[src/rtl/alu_pkg.sv]
// Shared definitions for the ALU round-robin arbiter.
// Opcode map, result-register states and datapath width.
package alu_pkg;

    localparam int DATA_W = 8;

    localparam logic [3:0] OP_ADD  = 4'h0;
    localparam logic [3:0] OP_SUB  = 4'h1;
    localparam logic [3:0] OP_SHR  = 4'h2;
    localparam logic [3:0] OP_SHL  = 4'h3;
    localparam logic [3:0] OP_ROR  = 4'h4;
    localparam logic [3:0] OP_ROL  = 4'h5;
    localparam logic [3:0] OP_AND  = 4'h6;
    localparam logic [3:0] OP_OR   = 4'h7;
    localparam logic [3:0] OP_NOT  = 4'h8;
    localparam logic [3:0] OP_XOR  = 4'h9;
    localparam logic [3:0] OP_LAST = 4'h9;

    typedef enum logic {
        ST_EMPTY = 1'b0,
        ST_FULL  = 1'b1
    } state_t;

    // Opcodes past the end of the map are accepted but flagged.
    function automatic logic op_illegal(input logic [3:0] op);
        return op > OP_LAST;
    endfunction

endpackage

[src/rtl/alu_rr_arbiter_alu.sv]
// Shared 8-bit combinational ALU.
// Shift/rotate amounts of 8 or more are saturated explicitly.
module alu_rr_arbiter_alu
    import alu_pkg::*;
(
    input  logic [DATA_W-1:0] a,
    input  logic [DATA_W-1:0] b,
    input  logic [3:0]        op,
    output logic [DATA_W-1:0] f
);

    logic                  big;
    logic [2*DATA_W-1:0]   rr;
    logic [2*DATA_W-1:0]   rl;

    // Rotates are taken from a doubled copy of A.
    always_comb begin
        big = |b[DATA_W-1:3];
        rr  = {a, a} >> b[2:0];
        rl  = {a, a} << b[2:0];
    end

    // Opcode decode; unknown opcodes yield zero.
    always_comb begin
        f = '0;
        unique case (op)
            OP_ADD: f = a + b;
            OP_SUB: f = a - b;
            OP_SHR: f = big ? '0 : (a >> b[2:0]);
            OP_SHL: f = big ? '0 : (a << b[2:0]);
            OP_ROR: f = big ? a : rr[DATA_W-1:0];
            OP_ROL: f = big ? a : rl[2*DATA_W-1:DATA_W];
            OP_AND: f = a & b;
            OP_OR:  f = a | b;
            OP_NOT: f = ~a;
            OP_XOR: f = a ^ b;
            default: f = '0;
        endcase
    end

endmodule

[src/rtl/alu_rr_arbiter.sv]
// Two-requester round-robin front end for the shared ALU.
// The winner's result lands in a one-entry output register.
module alu_rr_arbiter #(
    parameter int TAG_W  = 4,
    parameter int DATA_W = 8
) (
    input  logic              clk,
    input  logic              rst,
    input  logic              req0_valid,
    output logic              req0_ready,
    input  logic [3:0]        req0_op,
    input  logic [DATA_W-1:0] req0_a,
    input  logic [DATA_W-1:0] req0_b,
    input  logic [TAG_W-1:0]  req0_tag,
    input  logic              req1_valid,
    output logic              req1_ready,
    input  logic [3:0]        req1_op,
    input  logic [DATA_W-1:0] req1_a,
    input  logic [DATA_W-1:0] req1_b,
    input  logic [TAG_W-1:0]  req1_tag,
    output logic              rsp_valid,
    input  logic              rsp_ready,
    output logic [DATA_W-1:0] rsp_data,
    output logic              rsp_src,
    output logic [TAG_W-1:0]  rsp_tag,
    output logic              rsp_err,
    output logic              busy
);

    import alu_pkg::state_t;
    import alu_pkg::ST_EMPTY;
    import alu_pkg::ST_FULL;
    import alu_pkg::op_illegal;

    state_t            state;
    state_t            state_next;
    logic              last_grant;
    logic              grant;
    logic              can_accept;
    logic              accept;
    logic [3:0]        sel_op;
    logic [DATA_W-1:0] sel_a;
    logic [DATA_W-1:0] sel_b;
    logic [TAG_W-1:0]  sel_tag;
    logic [DATA_W-1:0] alu_f;
    logic              sel_err;

    assign rsp_valid = (state == ST_FULL);
    assign busy      = rsp_valid;

    // Pick the winner: a lone requester, else the one not served last.
    always_comb begin
        grant = 1'b0;
        if (req0_valid && req1_valid)
            grant = ~last_grant;
        else if (req1_valid)
            grant = 1'b1;
    end

    // Handshake: the register must be empty or draining on this edge.
    always_comb begin
        can_accept = !rsp_valid || rsp_ready;
        req0_ready = !rst && can_accept && req0_valid && !grant;
        req1_ready = !rst && can_accept && req1_valid && grant;
        accept     = req0_ready || req1_ready;
    end

    // Steer the granted requester's operands into the ALU.
    always_comb begin
        sel_op  = grant ? req1_op  : req0_op;
        sel_a   = grant ? req1_a   : req0_a;
        sel_b   = grant ? req1_b   : req0_b;
        sel_tag = grant ? req1_tag : req0_tag;
        sel_err = op_illegal(sel_op);
    end

    alu_rr_arbiter_alu u_alu (
        .a  (sel_a),
        .b  (sel_b),
        .op (sel_op),
        .f  (alu_f)
    );

    // Result register occupancy.
    always_comb begin
        state_next = state;
        unique case (state)
            ST_EMPTY: if (accept) state_next = ST_FULL;
            ST_FULL:  if (rsp_ready && !accept) state_next = ST_EMPTY;
            default:  state_next = ST_EMPTY;
        endcase
    end

    // Occupancy register; reset drops any pending result.
    always_ff @(posedge clk) begin
        if (rst)
            state <= ST_EMPTY;
        else
            state <= state_next;
    end

    // Remember who was served so ties alternate.
    always_ff @(posedge clk) begin
        if (rst)
            last_grant <= 1'b1;
        else if (accept)
            last_grant <= grant;
    end

    // Capture the result on acceptance; otherwise hold bit-stable.
    always_ff @(posedge clk) begin
        if (rst) begin
            rsp_data <= '0;
            rsp_src  <= 1'b0;
            rsp_tag  <= '0;
            rsp_err  <= 1'b0;
        end else if (accept) begin
            rsp_data <= sel_err ? '0 : alu_f;
            rsp_src  <= grant;
            rsp_tag  <= sel_tag;
            rsp_err  <= sel_err;
        end
    end

endmodule

[config.mk]
export PLATFORM = sky130hd
export DESIGN_NAME = alu_rr_arbiter
export DESIGN_NICKNAME = d
export VERILOG_FILES = /design/src/rtl/alu_pkg.sv /design/src/rtl/alu_rr_arbiter_alu.sv /design/src/rtl/alu_rr_arbiter.sv
export SDC_FILE = /design/constraint.sdc
export NUM_CORES = 1
export LEC_CHECK = 0
export CORE_MARGIN = 4
export CORE_UTILIZATION = 51
export DETAILED_ROUTE_END_ITERATION = 12
export HOLD_SLACK_MARGIN = 0.08
export PLACE_DENSITY = 0.84
export SYNTH_ARGS = -nofsm -noshare
export SYNTH_HDL_FRONTEND = slang
export SYNTH_HIERARCHICAL = 1
export SYNTH_SLANG_ARGS = --single-unit
[constraint.sdc]
create_clock -name clk -period 4.2 [get_ports clk]
set_input_delay 0.42 -clock clk [delete_from_list [all_inputs] [get_ports clk]]
set_output_delay 0.42 -clock clk [all_outputs]
set_load 0.005 [all_outputs]
# == After elaboration in Yosys (flattened, before gate mapping) ==
# Index checks and enable logic that the tools add are counted.
# op_classes
add_sub_neg,2
mul,0
div_mod_pow,0
magnitude_cmp,1
eq_ne,9
shift,4
mux,15
bitwise,6
reduce_logical,15
# op_table
cell,count
8-bit one-hot mux with 10 select lines,1
8-bit 2-to-1 mux,7
4-bit by 3-bit == test with 1-bit output (second input constant),4
16-bit by 3-bit << shifter with 16-bit output,1
16-bit by 3-bit >> shifter with 8-bit output,1
8-bit adder,1
8-bit bitwise AND,1
4-bit by 2-bit == test with 1-bit output (second input constant),2
4-bit == test (second input constant),2
4-bit 2-to-1 mux,2
8-bit inverter,1
8-bit OR,1
8-bit by 3-bit << shifter with 8-bit output,1
8-bit by 3-bit >> shifter with 8-bit output,1
8-bit subtractor,1
8-bit XOR,1
1-bit logical AND,7
5-bit OR reduction,1
4-bit by 1-bit == test with 1-bit output (second input constant),1
4-bit > comparator (second input constant),1
1-bit zero test,4
4-bit zero test,1
1-bit 2-to-1 mux,4
1-bit logical OR,2
2 further kinds,3
# word_totals
regBits,16
latchBits,0
ramBits,0
romBits,0
input_bits,53
output_inout_bits,18
word_cells,58
memories,0

# == Depth between registers and ports, before layout ==
# Gate-level depths: netlist of run 1.
# logic_depth
ltp_word,10
depth_mapped,19
depth_no_buf,15

# == Hierarchy ==
# The synthesis of run 1 kept the hierarchy.
# by_module_without_submodules
module,instances,cells_per_inst,area_per_inst_um2,seq_area_each_um2
alu_rr_arbiter_alu,1,267,1933.1,0.0
alu_rr_arbiter,1,91,970.9,320.3

# == Worst setup path before layout of run 1 ==
# No wires, ideal clock.
# synth_timing
path_type,input to register
from,in req1_valid
to,reg rsp_data[5]
setup_ns,0.120
t_arrival_ns,3.657
t_required_ns,4.080
setup_slack_ns,0.422
cell_stages,19
path_buffers,4
cell_sequence,a21boi_1 > buf_6 > buf_2 > mux2_2 > buf_4 > inv_2 > buf_2 > ha_1 > mux2_2 > inv_1 > ha_1 > nor2b_1 > o2111ai_1 > nand3b_1 > xor2_1 > a221oi_1 > o21ai_1 > mux2i_1 > nor3_2
# synth_via
elab_chain_cells,7
word_cells_on_any_way,39
classes_between,2 x add/sub; 1 x order compare; 9 x eq/ne; 4 x shift; 11 x mux; 4 x bitwise; 8 x reduce/logical
# synth_lines
item,line_no,source
"start, declared",alu_rr_arbiter.sv:15,"input logic req1_valid,"
1-bit 2-to-1 mux or 1-bit logical AND (tied branches),"alu_rr_arbiter.sv:56, alu_rr_arbiter.sv:54",
1-bit 2-to-1 mux (*),alu_rr_arbiter.sv:54,if (req0_valid && req1_valid)
8-bit 2-to-1 mux (*),alu_rr_arbiter.sv:72,sel_b = grant ? req1_b : req0_b;
named net sel_b[0],alu_rr_arbiter.sv:43,logic [DATA_W-1:0] sel_b;
branches (longest 2 deep; another with 8-bit subtractor),--,
8-bit one-hot mux with 10 select lines (*),alu_rr_arbiter_alu.sv:26,unique case (op)
named net alu_f[5],alu_rr_arbiter.sv:45,logic [DATA_W-1:0] alu_f;
8-bit 2-to-1 mux (*),alu_rr_arbiter.sv:118,rsp_data <= sel_err ? '0 : alu_f;
"end signal, assigned",alu_rr_arbiter.sv:118,
"end, declared",alu_rr_arbiter.sv:23,"output logic [DATA_W-1:0] rsp_data,"
# Mark *: on every way through the listed nets, which the timed path passes.
# A chain may end at the register's enable or synchronous reset.

# == Worst setup path in the final report of run 1 ==
# layout_timing
from,in req0_valid
to,reg rsp_data[5]
# layout_via
word_cells_on_any_way,38
classes_between,2 x add/sub; 1 x order compare; 9 x eq/ne; 4 x shift; 10 x mux; 4 x bitwise; 8 x reduce/logical
# layout_lines
item,line_no,source
"start, declared",alu_rr_arbiter.sv:9,"input logic req0_valid,"
1-bit logical AND (*),alu_rr_arbiter.sv:54,
1-bit 2-to-1 mux (*),alu_rr_arbiter.sv:54,
4-bit 2-to-1 mux (*),alu_rr_arbiter.sv:70,sel_op = grant ? req1_op : req0_op;
named net sel_op[0],alu_rr_arbiter.sv:41,logic [3:0] sel_op;
"4-bit == test, or another cell as far along",alu_rr_arbiter_alu.sv:26,
8-bit one-hot mux with 10 select lines (*),alu_rr_arbiter_alu.sv:26,
named net alu_f[5],alu_rr_arbiter.sv:45,
8-bit 2-to-1 mux (*),alu_rr_arbiter.sv:118,
# The timed path passes the listed nets; every way through them passes the cells marked *.

==> flow_summary.json, run 1 <==
{
  "cp_data_arrival_time_ps": 4050,
  "finalPower_mw": 0.843,
  "grt_max_degree": 34,
  "status": "complete, no violations",
  "initial_core_util_pct": 52.7,
  "drtIter0Drc": 353,
  "synth_edf_count": 0,
  "final_common_cell": "clkdlybuf4s50_1",
  "rsz0062_at_grt": "no",
  "cts-root-buf": "clkbuf_8",
  "drc": 0,
  "diodes": 0,
  "rrSetupSlack_ps": 670,
  "vias": 3115,
  "grt-ovfl-total": 0,
  "regToRegEndpoint": "rsp_data[5]$_SDFFE_PP0P_",
  "maxCapViolCount": 0,
  "min_to": "rsp_tag[3]$_SDFFE_PP0P_",
  "hold_buffers": 0,
  "syn_nets": 437,
  "ir_worst_vdd_uv": 172,
  "worstSetupPathType": "primary input to register",
  "startpoint_type": "primary input",
  "hold_viol": 0,
  "critPathMaxStageDelay_ps": 500,
  "clk_pin_slew_ps": 60,
  "path_buf_inv": 3,
  "worst_slew_pin_slew_ps": 521,
  "grt_usage_pct": 27.0,
  "postSynthCellCount": 358,
  "report.final.setup_viol": 0,
  "syn_area_per_cell_um2": 8.11,
  "crit_chain": "clkdlybuf4s50_1 -> a21boi_2 -> buf_4 -> mux2_2 -> nand2b_1 -> nor3_2 -> buf_4 -> a31oi_1 -> xnor2_1 -> ha_1 -> and3_1 -> a21oi_1 -> nand3b_1 -> xor2_1 -> a221oi_1 -> o21ai_1 -> mux2i_1 -> nor3_2",
  "placed_area_um2": 3710,
  "fin_worst_skew_ps": 2.42,
  "ys.flop_type": "dfxtp_1",
  "gp_congestion": 0.980,
  "ctsHtreeMaxLevel": 1,
  "ff2ff_path_depth": 17,
  "portBuffers": 70,
  "power.leakage_nw": 1.53,
  "ys_ff_latch": 16,
  "final_nets": 507,
  "post-place-ws_ps": 36.5,
  "fp.coreArea_um2": 5510,
  "stdcell_count": 498,
  "area_growth_syn_to_layout_pct": 29.3,
  "synth_area_um2": 2900,
  "holdPathStages": 2,
  "slew_headroom_pct": 64.9,
  "worst_path_max_delay_cell": "clkdlybuf4s50_1",
  "ys_types": 60,
  "crit_fanout": 7,
  "cts_buffers": 3,
  "dr.pass1.iters": 6,
  "drtAntennaViolNets": 0,
  "tritoncts": "yes",
  "crit_family": "compound AO/OA/AOI/OAI gates",
  "drive_gt1_share_pct": 17.6,
  "drt-vias-per-instance": 6.26,
  "utilization_pct": 68.2,
  "ys_async_sr_fraction_pct": 0,
  "r2r-start": "last_grant$_SDFFE_PP1P_",
  "cts_resized": 0,
  "die_w_um": 83.5,
  "clk_latency_ps": 250,
  "antenna_found_initial": 0,
  "cts_setup_buffers": 0,
  "grt_pass1_vias": 3109,
  "dieArea_um2": 6970,
  "yosys_warnings": 6,
  "fmax_mhz": 255,
  "rows": 27,
  "num-fill-cells": 477,
  "cts_buffer_depth": 2,
  "dieHeight_um": 83.5,
  "hold_start": "rsp_tag[3]$_SDFFE_PP0P_",
  "clock_sinks": 16,
  "fin_crit_ps": 3920,
  "setup_ws_ps": 278,
  "wl_um": 9460,
  "io_pins": 71,
  "critical_path.endpoint_type": "register",
  "hp-class": "register to register",
  "final_cell_mix": "clkdlybuf4s50_1 (70), nor2_1 (30), a21oi_1 (26)",
  "hold_ws_ps": 505,
  "power_density_nw_per_um2": 224,
  "place_inst": 495,
  "stdcell_area_um2": 3750,
  "ys_seq_area_share_pct": 11.0,
  "place_hpwl_um": 7430,
  "routedWlPerCell_um": 19.0,
  "setup_tns_ps": 0,
  "grt_pass1_wl_um": 15400,
  "slew_violations": 0,
  "cp.required_ps": 4330,
  "period_share_pct": 93.4
}
## report_power, final
part | internal (mW) | switching [mW] | total (mW)
combinational | 0.268 | 0.289 | 0.557
clock | 0.0635 | 0.0501 | 0.114
sequential | 0.164 | 0.00790 | 0.172
total | 0.495 | 0.347 | 0.843
## worst max path at each step
stage | startpoint | to | slack (ps) | cells after the start
after floorplan | req1_valid | rsp_data[5]$_SDFFE_PP0P_ | 420 | 19
final | req0_valid | rsp_data[5]$_SDFFE_PP0P_ | 280 | 18
after detailed placement | req0_valid | rsp_data[5]$_SDFFE_PP0P_ | 40 | 18
after global routing | req0_valid | rsp_data[5]$_SDFFE_PP0P_ | 50 | 18
after CTS | req0_valid | rsp_data[5]$_SDFFE_PP0P_ | 300 | 18
after global placement | req1_valid | rsp_data[5]$_SDFFE_PP0P_ | 220 | 18
## registers in the layout (all words and copies together), names as in the netlist
signal,count
rsp_tag,4
rsp_err,1
rsp_data,8
last_grant,1
rsp_src,1
busy,1
## worst min-delay path, stage by stage, from the launching register on
cell and delay [ps]:
dfxtp_1 310, nor2_1 100, a211oi_1 50
## cell usage after synthesis, types with 2 or more instances
master,instances,share of area [%]
nor2b_1,7,1.5
o22ai_1,2,0.43
xnor2_1,9,2.7
mux2_4,2,1.0
buf_1,2,0.26
o211ai_1,2,0.52
a221oi_1,7,2.1
nand2b_1,7,1.5
xor2_1,3,0.90
nor3_2,10,3.4
a21oi_1,26,4.5
ha_1,25,11
clkbuf_1,4,0.52
o21ai_1,5,0.86
nand3_1,5,0.86
o31ai_1,2,0.52
dfxtp_1,16,11
or3_1,4,0.86
and3_1,7,1.5
o211a_1,2,0.69
nand2_1,23,3.0
o21ai_0,18,3.1
inv_1,17,2.2
mux2i_1,17,5.9
nor3_1,5,0.86
a32o_1,2,0.69
mux4_2,8,6.2
buf_2,13,2.2
o2111ai_1,3,0.90
buf_4,4,1.0
mux2_2,21,8.1
a31oi_1,4,0.86
a22o_1,2,0.60
a211oi_1,11,2.8
nand3b_1,2,0.52
nor3b_2,2,0.86
a21o_1,2,0.52
buf_6,4,1.6
nor2_1,30,3.9
a211o_1,3,0.90
## area by class of cell
class / instances / area, um2 / share of cell area (%)
clock buffers: 3 / 41.3 / 1.10
inverters: 19 / 71.3 / 1.90
multi-input cells: 296 / 2350 / 62.7
well taps: 72 / 90.1 / 2.40
flip-flops and latches: 16 / 320 / 8.53
repair buffers: 92 / 878 / 23.4
## logic make-up after synthesis
kind of cell | after synthesis | share of synthesized area, %
xor+xnor | 13 | 4.18
fa+ha+maj | 26 | 11.5
buf+inv | 46 | 8.06
flops | 16 | 11.0
compound gates | 100 | 22.8
simple gates | 109 | 21.2
mux | 48 | 21.2
## layer usage
layer / global-route usage [%] / routed length (um)
met5: 0 / 0
met4: 10.7 / 312
met3: 6.22 / 954
met2: 46.8 / 4590
met1: 32.1 / 3600
Note: power is estimated with default switching activity, not from simulation.
==> run 2: changes to the inputs <==
--- a/config.mk
+++ b/config.mk
@@ -5,11 +5,12 @@
 export SDC_FILE = /design/constraint.sdc
 export NUM_CORES = 1
 export LEC_CHECK = 0
-export CORE_MARGIN = 4
-export CORE_UTILIZATION = 51
+export CORE_MARGIN = 2
+export CORE_UTILIZATION = 52
+export CTS_BUF_LIST = sky130_fd_sc_hd__clkbuf_8
 export DETAILED_ROUTE_END_ITERATION = 12
 export HOLD_SLACK_MARGIN = 0.08
-export PLACE_DENSITY = 0.84
+export PLACE_DENSITY = 0.85
 export SYNTH_ARGS = -nofsm -noshare
 export SYNTH_HDL_FRONTEND = slang
 export SYNTH_HIERARCHICAL = 1
==> run 2 against run 1 <==
Effect of this change: power is 3.3% higher; clock-buffer cell count is 1 higher; cell area hardly changed; die area is 11% lower; setup slack worse by 21 ps; critical endpoint is now rsp_data[7]$_SDFFE_PP0P_; clock power is 19% higher; non-clock buffer count stayed put; highest routed layer unchanged; first-iteration DRC count is 5.9% lower.
==> flow_summary.json, run 2 (same netlist as run 1, synthesis figures left out) <==
{
  "status": "complete, no violations",
  "clk_pin_slew_ps": 60,
  "startpoint_type": "primary input",
  "setup_tns_ps": 0,
  "fin_worst_skew_ps": 2.56,
  "ctsHtreeMaxLevel": 1,
  "crit_fanout": 13,
  "period_share_pct": 93.9,
  "hold_start": "rsp_src$_SDFFE_PP0P_",
  "critical_path.endpoint_type": "register",
  "ff2ff_path_depth": 15,
  "die_w_um": 78.7,
  "regToRegEndpoint": "rsp_data[7]$_SDFFE_PP0P_",
  "clock_sinks": 16,
  "path_depth": 16,
  "report.final.setup_viol": 0,
  "hold_buffers": 0,
  "ir_worst_vdd_uv": 199,
  "cts_buffers": 3,
  "io_pins": 71,
  "drtIter0Drc": 332,
  "rsz0062_at_grt": "no",
  "largest_reg_flops": 8,
  "crit_family": "simple AND/OR/NAND/NOR gates",
  "path_buf_inv": 3,
  "maxCapViolCount": 0,
  "cts_setup_buffers": 0,
  "grt_pass1_vias": 3125,
  "reg.largest.list": "rsp_data: 8 flops, rsp_tag: 4 flops",
  "cts-root-buf": "clkbuf_8",
  "portBuffers": 70,
  "clk_latency_ps": 250,
  "top_register": "rsp_data",
  "drc": 0,
  "fp.coreArea_um2": 5440,
  "initial_core_util_pct": 53.4,
  "grt-ovfl-total": 0,
  "crit_chain": "clkdlybuf4s50_1 -> a21boi_2 -> buf_4 -> buf_4 -> mux2_2 -> nor3_1 -> and3_1 -> nor2_1 -> xnor2_1 -> ha_1 -> or3_1 -> o211ai_1 -> xnor2_1 -> o2111ai_1 -> mux2i_1 -> nor3_2",
  "dr.pass1.iters": 5,
  "cts_buffer_depth": 2,
  "wl_um": 9190,
  "critPathMaxStageDelay_ps": 490,
  "place_hpwl_um": 7010,
  "grt_usage_pct": 30.3,
  "dieHeight_um": 78.7,
  "hold_viol": 0,
  "num-fill-cells": 465,
  "dieArea_um2": 6200,
  "worstSetupPathType": "primary input to register",
  "fmax_mhz": 254,
  "tritoncts": "yes",
  "min_to": "rsp_src$_SDFFE_PP0P_",
  "worst_slew_pin_slew_ps": 803,
  "holdPathStages": 2,
  "cp_data_arrival_time_ps": 4050,
  "stdcell_count": 499,
  "area_growth_syn_to_layout_pct": 29.3,
  "vias": 3153,
  "hp-class": "register to register",
  "cts_resized": 0,
  "final_nets": 507,
  "drive_gt1_share_pct": 17.8,
  "grt_max_degree": 34,
  "cp.required_ps": 4310,
  "slew_headroom_pct": 46.3,
  "antenna_found_initial": 0,
  "final_cell_mix": "clkdlybuf4s50_1 (70), nor2_1 (30), a21oi_1 (26)",
  "routedWlPerCell_um": 18.4,
  "slew_violations": 0,
  "rrSetupSlack_ps": 620,
  "place_inst": 495,
  "power.leakage_nw": 1.54,
  "fin_crit_ps": 3940,
  "diodes": 0,
  "drt-vias-per-instance": 6.32,
  "power_density_nw_per_um2": 232,
  "drtAntennaViolNets": 0,
  "worst_path_max_delay_cell": "clkdlybuf4s50_1",
  "rows": 27,
  "r2r-start": "last_grant$_SDFFE_PP1P_",
  "final_common_cell": "clkdlybuf4s50_1",
  "grt_pass1_wl_um": 14900,
  "gp_congestion": 1.02
}
run 2: worst register-to-register path: stages, from the launching register on:
cell       delay, ps
dfxtp_1          340
a21boi_2         200
buf_4            200
buf_4            220
mux2_2           400
nor3_1           260
and3_1           220
nor2_1            60
xnor2_1          120
ha_1             330
or3_1            320
o211ai_1         130
xnor2_1          170
o2111ai_1        190
mux2i_1          230
nor3_2            50
run 2: layer usage:
layer | share of wire [%] | global-route usage (%)
met1 | 38 | 34.3
met2 | 48 | 55.0
met3 | 11 | 6.36
met4 | 2.7 | 12.3
met5 | 0 | 0
run 2: worst max-delay path by stage:
stage	start	end	slack [ps]
floorplan	req1_valid	rsp_data[5]$_SDFFE_PP0P_	420
global placement	req1_valid	rsp_data[7]$_SDFFE_PP0P_	160
detailed placement	req0_valid	rsp_data[7]$_SDFFE_PP0P_	60
CTS	req0_valid	rsp_data[7]$_SDFFE_PP0P_	320
global route	req1_valid	rsp_data[7]$_SDFFE_PP0P_	80
finish	req1_valid	rsp_data[7]$_SDFFE_PP0P_	260
run 2: area by class of cell:
class / instances / area (um2) / share of cell area [%]
clock buffers: 4 / 55.1 / 1.47
inverters: 19 / 71.3 / 1.90
multi-input cells: 296 / 2350 / 62.7
flip-flops and latches: 16 / 320 / 8.53
well taps: 72 / 90.1 / 2.40
repair buffers: 92 / 866 / 23.1
run 2: report_power, final:
group / switching, mW / internal [mW]
combinational: 0.293 / 0.269
sequential: 0.00746 / 0.164
clock: 0.0533 / 0.0831
total: 0.354 / 0.516
run 2: stage by stage:
step	worst slack [ps]	area (um2)	hold slack [ps]	util [%]	total power, mW
after floorplan	422	2900	485	-	0.547
after global placement	158	3700	490	68.0	0.706
after detailed placement	64.8	3700	489	68.0	0.722
after CTS	321	3760	511	69.1	0.860
after global routing	82.7	3760	546	69.1	0.928
final	257	3760	507	69.1	0.870
==> run 3: changes to the inputs <==
--- a/config.mk
+++ b/config.mk
@@ -10,7 +10,7 @@
 export CTS_BUF_LIST = sky130_fd_sc_hd__clkbuf_8
 export DETAILED_ROUTE_END_ITERATION = 12
 export HOLD_SLACK_MARGIN = 0.08
-export PLACE_DENSITY = 0.85
+export PLACE_DENSITY_LB_ADDON = 0.3
 export SYNTH_ARGS = -nofsm -noshare
 export SYNTH_HDL_FRONTEND = slang
 export SYNTH_HIERARCHICAL = 1
==> run 3 against run 2 <==
Effect of this change: global-route usage rose by 0.087 points; worst hold slack better by 4.6 ps; critical path depth stayed put; combinational power down 2%; first-iteration DRC count is 6.6% lower; register-to-register slack barely moved; wire length shrank 0.98%; power decreased by 0.96%; non-clock buffer count is 2 lower; clock skew is 1.5 ps lower; via count down 1.6%; largest cell class unchanged.
==> flow_summary.json, run 3 (same netlist as run 1, synthesis figures left out) <==
{
  "clock_sinks": 16,
  "cts_resized": 0,
  "final_nets": 505,
  "crit_end": "rsp_data[5]$_SDFFE_PP0P_",
  "rows": 27,
  "placed_area_um2": 3690,
  "fmax_mhz": 254,
  "maxCapViolCount": 0,
  "cts-root-buf": "clkbuf_8",
  "status": "complete, no violations",
  "startpoint": "req0_valid",
  "wl_um": 9100,
  "grt_pass1_vias": 3119,
  "ctsHtreeMaxLevel": 1,
  "cp_data_arrival_time_ps": 4050,
  "dr_wl_met3_um": 759,
  "portBuffers": 70,
  "final_common_cell": "clkdlybuf4s50_1",
  "clk_pin_slew_ps": 60,
  "wl_met2_um": 4390,
  "critical_path.endpoint_type": "register",
  "grt_pass1_wl_um": 15200,
  "cp.required_ps": 4320,
  "grt_usage_pct": 30.3,
  "place_hpwl_um": 6830,
  "antenna_found_initial": 0,
  "ff2ff_path_depth": 15,
  "worstSetupPathType": "primary input to register",
  "grt-ovfl-total": 0,
  "routed.top_layer": "met4",
  "r2r-start": "last_grant$_SDFFE_PP1P_",
  "rsz0062_at_grt": "no",
  "die_w_um": 78.7,
  "period_share_pct": 93.6,
  "dr.pass1.iters": 5,
  "crit_fanout": 5,
  "reg.largest.list": "rsp_data: 8 flops, rsp_tag: 4 flops",
  "vias": 3101,
  "met1_length_um": 3710,
  "path_buf_inv": 2,
  "top_register": "rsp_data",
  "drtAntennaViolNets": 0,
  "final_cell_mix": "clkdlybuf4s50_1 (70), nor2_1 (30), a21oi_1 (26)",
  "crit_family": "multiplexers",
  "stdcell_area_um2": 3740,
  "largest_reg_flops": 8,
  "power_density_nw_per_um2": 230,
  "place_inst": 493,
  "fp.coreArea_um2": 5440,
  "diodes": 0,
  "routedWlPerCell_um": 18.3,
  "grt_max_degree": 34,
  "worst_path_max_delay_cell": "clkdlybuf4s50_1",
  "critPathMaxStageDelay_ps": 500,
  "power.leakage_nw": 1.53,
  "worst_slew_pin_slew_ps": 808,
  "cts_buffer_depth": 2,
  "hold_viol": 0,
  "regToRegEndpoint": "rsp_data[5]$_SDFFE_PP0P_",
  "cts_setup_buffers": 0,
  "drtIter0Drc": 310,
  "dieHeight_um": 78.7,
  "cts_buffers": 3,
  "area_growth_syn_to_layout_pct": 28.8,
  "fin_crit_ps": 3930,
  "drc": 0,
  "report.final.setup_viol": 0,
  "stdcell_count": 497,
  "io_pins": 71,
  "drive_gt1_share_pct": 17.4,
  "hold_buffers": 0,
  "drt-vias-per-instance": 6.24,
  "gp_congestion": 0.947,
  "startpoint_type": "primary input",
  "initial_core_util_pct": 53.4,
  "rrSetupSlack_ps": 630,
  "ir_worst_vdd_uv": 231,
  "setup_tns_ps": 0,
  "hp-class": "register to register",
  "path_depth": 16,
  "slew_headroom_pct": 45.9,
  "clk_latency_ps": 260,
  "dieArea_um2": 6200,
  "crit_chain": "clkdlybuf4s50_1 -> a21boi_2 -> mux2_2 -> nand2b_1 -> nor3_2 -> mux2_2 -> inv_1 -> ha_1 -> nor2b_1 -> o2111ai_1 -> nand3b_1 -> xor2_1 -> a221oi_1 -> o21ai_1 -> mux2i_1 -> nor3_2",
  "slew_violations": 0,
  "tritoncts": "yes",
  "fin_worst_skew_ps": 1.11
}
## run 3: stage by stage
| step | hold slack (ps) | total power [mW] | utilization, % | setup slack (ps) |
|---|---|---|---|---|
| after detailed placement | 492 | 0.712 | 67.8 | 71.8 |
| after global routing | 543 | 0.922 | 68.8 | 20.1 |
| after floorplan | 485 | 0.547 | - | 422 |
| after CTS | 513 | 0.854 | 68.8 | 317 |
| final | 512 | 0.862 | 68.8 | 268 |
| after global placement | 480 | 0.702 | 67.8 | 214 |
## run 3: area by class of cell
| type | count | area [um2] |
|---|---|---|
| clock buffers | 4 | 55.1 |
| fillers | 480 | 1700 |
| inverters | 19 | 71.3 |
| multi-input cells | 296 | 2350 |
| flip-flops and latches | 16 | 320 |
| well taps | 72 | 90.1 |
| repair buffers | 90 | 851 |
## run 3: worst register-to-register path, cell delays in order, from the launching register on
cell	delay, ps
dfxtp_1	340
a21boi_2	280
mux2_2	390
nand2b_1	190
nor3_2	250
mux2_2	400
inv_1	70
ha_1	210
nor2b_1	140
o2111ai_1	260
nand3b_1	150
xor2_1	160
a221oi_1	250
o21ai_1	110
mux2i_1	170
nor3_2	50
## run 3: how the worst min path moves through the flow
stage                                          to               startpoint  slack [ps]  depth (start not counted)
after detailed placement     rsp_src$_SDFFE_PP0P_     rsp_src$_SDFFE_PP0P_         490                          2
after global placement       rsp_src$_SDFFE_PP0P_     rsp_src$_SDFFE_PP0P_         480                          2
final                     rsp_tag[3]$_SDFFE_PP0P_  rsp_tag[3]$_SDFFE_PP0P_         510                          2
after CTS                    rsp_src$_SDFFE_PP0P_     rsp_src$_SDFFE_PP0P_         510                          2
after global routing         rsp_err$_SDFFE_PP0P_     rsp_err$_SDFFE_PP0P_         540                          2
after floorplan              rsp_err$_SDFFE_PP0P_     rsp_err$_SDFFE_PP0P_         480                          2
## run 3: routing by layer
layer	GRT usage, %	vias to the layer above
met5	0	-
met4	10.9	0
met3	4.20	15
met2	53.4	156
met1	37.7	1469
li1	-	1461
## run 3: power by group
group | total [mW] | leakage, nW | internal (mW) | switching (mW)
logic | 0.551 | 1.37 | 0.264 | 0.287
registers | 0.171 | 0.131 | 0.164 | 0.00721
clock network | 0.140 | 0.0288 | 0.0834 | 0.0566
